**src/rtl/mdio_key_cmd_if.sv**
```systemverilog
// rtl/mdio_key_cmd_if.sv - command/response handshake between key sequencer and MDIO master
interface mdio_key_cmd_if;
   logic        cmd_valid;
   logic        cmd_ready;
   logic [1:0]  cmd_op;
   logic [4:0]  cmd_phy_addr;
   logic [4:0]  cmd_reg_addr;
   logic [15:0] cmd_wr_data;
   logic        rsp_valid;
   logic [15:0] rsp_rd_data;

   modport master (
      output cmd_valid, cmd_op, cmd_phy_addr, cmd_reg_addr, cmd_wr_data,
      input  cmd_ready, rsp_valid, rsp_rd_data
   );

   modport slave (
      input  cmd_valid, cmd_op, cmd_phy_addr, cmd_reg_addr, cmd_wr_data,
      output cmd_ready, rsp_valid, rsp_rd_data
   );
endinterface

```
**src/rtl/mdio_key_cmd.sv**
```systemverilog
// rtl/mdio_key_cmd.sv - key-press driven MDIO command sequencer over a fixed 4-entry table
// Optional KEY_QUEUE_EN: one press arriving while busy is held and issued afterwards.
module mdio_key_cmd #(
   parameter logic [4:0]  PHY_ADDR    = 5'd1,
   parameter logic [19:0] TIMEOUT_CYC = 20'd500_000
) (
   input  logic           sys_clk,
   input  logic           sys_rst,
   input  logic           key_flag,
   mdio_key_cmd_if.master mdio,
   output logic [15:0]    rd_data,
   output logic [1:0]     cmd_index,
   output logic           busy,
   output logic           done_pulse,
   output logic           timeout_err
);
   localparam logic [1:0] OP_RD = 2'b10;
   localparam logic [1:0] OP_WR = 2'b01;

   typedef enum logic [1:0] {ST_IDLE, ST_REQ, ST_WAIT, ST_DONE} state_t;

   state_t      state_q, state_d;
   logic        cmd_valid_q, cmd_valid_d;
   logic [1:0]  cmd_op_q, cmd_op_d;
   logic [4:0]  cmd_phy_q, cmd_phy_d;
   logic [4:0]  cmd_reg_q, cmd_reg_d;
   logic [15:0] cmd_wd_q, cmd_wd_d;
   logic [15:0] rd_data_q, rd_data_d;
   logic [1:0]  cmd_index_q, cmd_index_d;
   logic        busy_q, busy_d;
   logic        done_q, done_d;
   logic        terr_q, terr_d;
   logic [19:0] cnt_q, cnt_d;
   logic        start;

   logic [1:0]  tbl_op;
   logic [4:0]  tbl_reg;
   logic [15:0] tbl_data;

   always_comb begin
      tbl_op   = OP_RD;
      tbl_reg  = 5'h00;
      tbl_data = 16'h0000;
      case (cmd_index_q)
         2'd0:    tbl_reg = 5'h01;
         2'd1:    tbl_reg = 5'h02;
         2'd2:    tbl_reg = 5'h03;
         default: begin
            tbl_op   = OP_WR;
            tbl_reg  = 5'h00;
            tbl_data = 16'h1200;
         end
      endcase
   end

`ifdef KEY_QUEUE_EN
   logic pending_q, pending_d;

   // Pending is consumed the first IDLE cycle; any press outside IDLE (DONE included) arms it.
   always_comb begin
      pending_d = pending_q;
      if (state_q == ST_IDLE)
         pending_d = 1'b0;
      else if (key_flag)
         pending_d = 1'b1;
   end

   assign start = key_flag | pending_q;

   always_ff @(posedge sys_clk or posedge sys_rst) begin
      if (sys_rst)
         pending_q <= 1'b0;
      else
         pending_q <= pending_d;
   end
`else
   assign start = key_flag;
`endif

   always_comb begin
      state_d     = state_q;
      cmd_valid_d = cmd_valid_q;
      cmd_op_d    = cmd_op_q;
      cmd_phy_d   = cmd_phy_q;
      cmd_reg_d   = cmd_reg_q;
      cmd_wd_d    = cmd_wd_q;
      rd_data_d   = rd_data_q;
      cmd_index_d = cmd_index_q;
      terr_d      = terr_q;
      cnt_d       = cnt_q;
      done_d      = 1'b0;
      case (state_q)
         ST_IDLE: begin
            if (start) begin
               state_d     = ST_REQ;
               cmd_valid_d = 1'b1;
               cmd_op_d    = tbl_op;
               cmd_phy_d   = PHY_ADDR;
               cmd_reg_d   = tbl_reg;
               cmd_wd_d    = tbl_data;
            end
         end
         ST_REQ: begin
            if (mdio.cmd_ready) begin
               state_d     = ST_WAIT;
               cmd_valid_d = 1'b0;
               cnt_d       = 20'd0;
            end
         end
         ST_WAIT: begin
            // Results land on the WAIT->DONE edge so they are valid alongside done_pulse.
            if (mdio.rsp_valid) begin
               state_d     = ST_DONE;
               done_d      = 1'b1;
               cmd_index_d = cmd_index_q + 2'd1;
               terr_d      = 1'b0;
               if (cmd_op_q == OP_RD)
                  rd_data_d = mdio.rsp_rd_data;
            end else if (cnt_q == TIMEOUT_CYC - 20'd1) begin
               state_d     = ST_DONE;
               done_d      = 1'b1;
               cmd_index_d = cmd_index_q + 2'd1;
               terr_d      = 1'b1;
            end else begin
               cnt_d = cnt_q + 20'd1;
            end
         end
         default: state_d = ST_IDLE;
      endcase
      busy_d = (state_d != ST_IDLE);
   end

   always_ff @(posedge sys_clk or posedge sys_rst) begin
      if (sys_rst) begin
         state_q     <= ST_IDLE;
         cmd_valid_q <= 1'b0;
         cmd_op_q    <= 2'b00;
         cmd_phy_q   <= 5'd0;
         cmd_reg_q   <= 5'd0;
         cmd_wd_q    <= 16'h0000;
         rd_data_q   <= 16'h0000;
         cmd_index_q <= 2'd0;
         busy_q      <= 1'b0;
         done_q      <= 1'b0;
         terr_q      <= 1'b0;
         cnt_q       <= 20'd0;
      end else begin
         state_q     <= state_d;
         cmd_valid_q <= cmd_valid_d;
         cmd_op_q    <= cmd_op_d;
         cmd_phy_q   <= cmd_phy_d;
         cmd_reg_q   <= cmd_reg_d;
         cmd_wd_q    <= cmd_wd_d;
         rd_data_q   <= rd_data_d;
         cmd_index_q <= cmd_index_d;
         busy_q      <= busy_d;
         done_q      <= done_d;
         terr_q      <= terr_d;
         cnt_q       <= cnt_d;
      end
   end

   assign mdio.cmd_valid    = cmd_valid_q;
   assign mdio.cmd_op       = cmd_op_q;
   assign mdio.cmd_phy_addr = cmd_phy_q;
   assign mdio.cmd_reg_addr = cmd_reg_q;
   assign mdio.cmd_wr_data  = cmd_wd_q;
   assign rd_data           = rd_data_q;
   assign cmd_index         = cmd_index_q;
   assign busy              = busy_q;
   assign done_pulse        = done_q;
   assign timeout_err       = terr_q;
endmodule
```
**src/flat_wrapper.sv**
```systemverilog
// flat-port wrapper written by rule: the top's interface ports become plain ports
module mdio_key_cmd_flat 
#(
   parameter logic [4:0]  PHY_ADDR    = 5'd1,
   parameter logic [19:0] TIMEOUT_CYC = 20'd500_000
)
  (sys_clk, sys_rst, key_flag, rd_data, cmd_index, busy, done_pulse, timeout_err, mdio_cmd_valid, mdio_cmd_op, mdio_cmd_phy_addr, mdio_cmd_reg_addr, mdio_cmd_wr_data, mdio_cmd_ready, mdio_rsp_valid, mdio_rsp_rd_data);
  mdio_key_cmd_if mdio_i ();
  input  logic sys_clk;
  input  logic sys_rst;
  input  logic key_flag;
  output logic [15:0] rd_data;
  output logic [1:0] cmd_index;
  output logic busy;
  output logic done_pulse;
  output logic timeout_err;
  output wire logic [$bits(mdio_i.cmd_valid)-1:0] mdio_cmd_valid;
  output wire logic [$bits(mdio_i.cmd_op)-1:0] mdio_cmd_op;
  output wire logic [$bits(mdio_i.cmd_phy_addr)-1:0] mdio_cmd_phy_addr;
  output wire logic [$bits(mdio_i.cmd_reg_addr)-1:0] mdio_cmd_reg_addr;
  output wire logic [$bits(mdio_i.cmd_wr_data)-1:0] mdio_cmd_wr_data;
  input wire logic [$bits(mdio_i.cmd_ready)-1:0] mdio_cmd_ready;
  input wire logic [$bits(mdio_i.rsp_valid)-1:0] mdio_rsp_valid;
  input wire logic [$bits(mdio_i.rsp_rd_data)-1:0] mdio_rsp_rd_data;
  assign mdio_cmd_valid = mdio_i.cmd_valid;
  assign mdio_cmd_op = mdio_i.cmd_op;
  assign mdio_cmd_phy_addr = mdio_i.cmd_phy_addr;
  assign mdio_cmd_reg_addr = mdio_i.cmd_reg_addr;
  assign mdio_cmd_wr_data = mdio_i.cmd_wr_data;
  assign mdio_i.cmd_ready = mdio_cmd_ready;
  assign mdio_i.rsp_valid = mdio_rsp_valid;
  assign mdio_i.rsp_rd_data = mdio_rsp_rd_data;
  mdio_key_cmd #(.PHY_ADDR(PHY_ADDR), .TIMEOUT_CYC(TIMEOUT_CYC)) u_core (.sys_clk(sys_clk), .sys_rst(sys_rst), .key_flag(key_flag), .mdio(mdio_i), .rd_data(rd_data), .cmd_index(cmd_index), .busy(busy), .done_pulse(done_pulse), .timeout_err(timeout_err));
endmodule
```
**config.mk**
```make
export PLATFORM = sky130hd
export DESIGN_NAME = mdio_key_cmd_flat
export DESIGN_NICKNAME = d
export VERILOG_FILES = /design/src/rtl/mdio_key_cmd_if.sv /design/src/rtl/mdio_key_cmd.sv /design/src/flat_wrapper.sv
export SDC_FILE = /design/constraint.sdc
export NUM_CORES = 1
export LEC_CHECK = 0
export ABC_AREA = 1
export ABC_CLOCK_PERIOD_IN_PS = 3000
export BUFFER_PORTS_ARGS = -buffer_cell sky130_fd_sc_hd__buf_2
export CELL_PAD_IN_SITES_DETAIL_PLACEMENT = 0
export CELL_PAD_IN_SITES_GLOBAL_PLACEMENT = 1
export CORE_AREA = 2 2 119 63
export CTS_CLUSTER_DIAMETER = 30
export DETAILED_ROUTE_END_ITERATION = 12
export DIE_AREA = 0 0 121 65
export GPL_ROUTABILITY_DRIVEN = 0
export PLACE_DENSITY = 0.84
export SLEW_MARGIN = 20
export SYNTH_ARGS = -nofsm -noshare
export SYNTH_HDL_FRONTEND = slang
export SYNTH_SLANG_ARGS = --single-unit
export TNS_END_PERCENT = 100
```
**constraint.sdc**
```tcl
create_clock -name sys_clk -period 3 [get_ports sys_clk]
set_clock_uncertainty 0.1 [all_clocks]
set_input_delay 0.3 -clock sys_clk [delete_from_list [all_inputs] [get_ports sys_clk]]
set_output_delay 0.3 -clock sys_clk [all_outputs]
set_load 0.01 [all_outputs]
```
==> run metrics <==
status complete, no violations; Mapped Area approximately 2800 um^2; top-count cell post-synth nand2_1; ANT nets after route 0; crit end category flop; clock buffer depth 2; Worst Setup Path Type flop to flop; crit-path most repeated cell nand3_1; final-report setup violation count 0; core area about 7000 um^2; max cap viols 0; Cell Rows 22; CTS clk-pin slew, worst paths around 0.06 ns; Slowest-stage cell, CP dfrtp_1; reg2reg end u_core.cnt_q[0]; die height roughly 65 um; n_diodes 0; Root Driver clkbuf_16; DP Wirelength between 4000 and 5000 um; synth unique cells 30; post-layout power 2413 uW; TNS Setup 0 ns; CP peak stage delay approximately 0.45 ns; Post-synth top flop dfrtp_1; vias per inst around 4.6; WL final a little over 6000 um; CP Max Fanout 33; DR pass1 iterations 4; CTS resizes 0; register area share after synthesis 0.4401; Tcrit/Tclk final 0.6806; slew margin rel. 0.4543; maximum vdd drop 0.4342 mV; Avg Synthesized Cell Area 8.521 um^2; antenna violations before repair 0; layout cell share with drive strength beyond 1 0.2447; Syn-to-layout area delta 12.75%; # DRC 0; initial drt markers about 220; Via Count about 2,200; first-pass GRT wire length approximately 10,000 um; EDFF count, synth 0; Synth top area share 0.4401; r2r setup slk around 0.96 ns; Critical Path AT roughly 2.1 ns; worst skew pair latency roughly 0.29 ns; CTS tree built; gr ovfl total 0; Pins Over Slew Limit 0; WL/cell ~13 um; Fin. Hold Viols 0; clk sinks between 40 and 50; Hold-fix buffers, CTS 0; largest area contributor in the netlist dfrtp_1; Chip Width between 100 and 150 um; worst path required time roughly 3.1 ns; Nets 400; clock buffer count from CTS 5; CP Cell Sequence ha_1, nand3_1, nor2_1, nand3_1, nand2_4, inv_2, nand3_1, o21ai_0; gr usage total 0.1663; synth warn 0; CTS H-Tree Depth 2; Setup Buffers After CTS 0; die footprint ~7900 um^2; RSZ-0062 raised after global routing no; P_leak 0.001489 uW; vias in the first global route slightly below 2,000; min Tclk post-route slightly above 2 ns; fmax around 0.49 GHz; Power Dens Cells between 700 and 800 nW/um^2; Setup crit start kind flop; Synth area leaders dfrtp_1, nand2_1, buf_4; Mapped Cells about 330; Starting Density 0.4001; pin count of the biggest net entering global routing 50; number of synthesized register bits 49; Hold Path Class primary input to async pin; worst reg2reg path startpoint u_core.cnt_q[0]; asr flop ratio synth 1.000; port bufs 49; Tightest Pin Transition approximately 0.82 ns; synth cell count leaders nand2_1, dfrtp_1, inv_1; worst reg2reg path depth 8; I/O Pins a little over 70
[stage by stage]
step           area, um^2  hold WS [ns]  setup slack, ns  utilization  cells
2_1_floorplan        2861        0.2821            1.426            -    347
3_3_place_gp         2997        0.3538            1.090       0.4303    464
3_5_place_dp         2997        0.3582           0.9865       0.4303    464
4_1_cts              3141        0.1323           0.9713       0.4510    472
5_1_grt              3142        0.1242           0.7718       0.4511    472
6_report             3142       0.03791           0.9581       0.4511    472
[state kept, by name, indices dropped and copies added, names as in the netlist]
| register | cells |
|---|---|
| u_core.mdio.cmd_reg_addr | 2 |
| u_core.state_q | 2 |
| u_core.cmd_index | 2 |
| u_core.timeout_err | 1 |
| u_core.done_pulse | 1 |
| u_core.busy | 1 |
| u_core.mdio.cmd_op | 2 |
| u_core.cnt_q | 20 |
| u_core.mdio.cmd_phy_addr | 1 |
| u_core.rd_data | 16 |
| u_core.mdio.cmd_valid | 1 |
[area by class of cell]
| class | count | area, um^2 |
|---|---|---|
| clock buffers | 6 | 128.9 |
| clock inverters | 2 | 15.01 |
| fillers | 714 | 3822 |
| inverters | 31 | 117.6 |
| multi-input cells | 238 | 1281 |
| flip-flops and latches | 49 | 1226 |
| well taps | 96 | 120.1 |
| repair buffers | 50 | 252.7 |
[worst max-delay path by stage]
stage / start / to / slack, ns / cells past startpoint
6_report: u_core.cnt_q[0] / u_core.cnt_q[0] / 0.96 / 8
5_1_grt: u_core.cnt_q[0] / u_core.cnt_q[0] / 0.77 / 8
4_1_cts: u_core.cnt_q[0] / u_core.cnt_q[0] / 0.97 / 8
3_5_place_dp: u_core.cnt_q[0] / u_core.cnt_q[0] / 0.99 / 8
3_3_place_gp: u_core.cnt_q[0] / u_core.cnt_q[0] / 1.09 / 8
2_1_floorplan: sys_rst / u_core.busy / 1.43 / 1
[cells by family after synthesis]
kind of cell               share of synthesized area
AOI/OAI and AO/OA                            0.05433
xor gates and xnor gates                     0.01258
adders and majority gates                    0.01796
buffers and inverters                         0.1271
DFF                                           0.4401
muxes                                        0.07813
other                                       0.001346
and+or+nand+nor                               0.2685
[cells in the final DEF, fill, tap and decap left out, types with 6 or more instances in the layout]
master | netlist | layout
o21ai_0 | 9 | 9
nand3_1 | 25 | 25
nand2_1 | 87 | 87
buf_2 | 0 | 49
mux2_2 | 6 | 6
mux2_4 | 10 | 10
nor2_1 | 28 | 28
inv_1 | 29 | 28
dfrtp_1 | 49 | 49
conb_1 | 1 | 21
o21ai_1 | 12 | 12
nand4_1 | 9 | 9
[metal layers]
| metal | vias up | track usage | part of all wire |
|---|---|---|---|
| li1 | 1095 | - | - |
| met1 | 1019 | 0.2691 | 0.54 |
| met2 | 67 | 0.2149 | 0.38 |
| met3 | 4 | 0.04754 | 0.080 |
| met4 | 0 | 0.02616 | 0.0031 |
| met5 | - | 0 | 0 |
[where the power goes]
group	internal, uW	switching (uW)
clock network	309	244
logic	376	515
registers	853	116
[worst max-delay path, delay by kind of cell (launching register included)]
| kind | cells | cell delay, ns |
|---|---|---|
| buffers and inverters | 1 | 0.13 |
| adders and majority gates | 1 | 0.29 |
| DFF | 1 | 0.45 |
| and+or+nand+nor | 5 | 0.84 |
| AOI/OAI and AO/OA | 1 | 0.08 |
(Power assumes the default switching activity.)
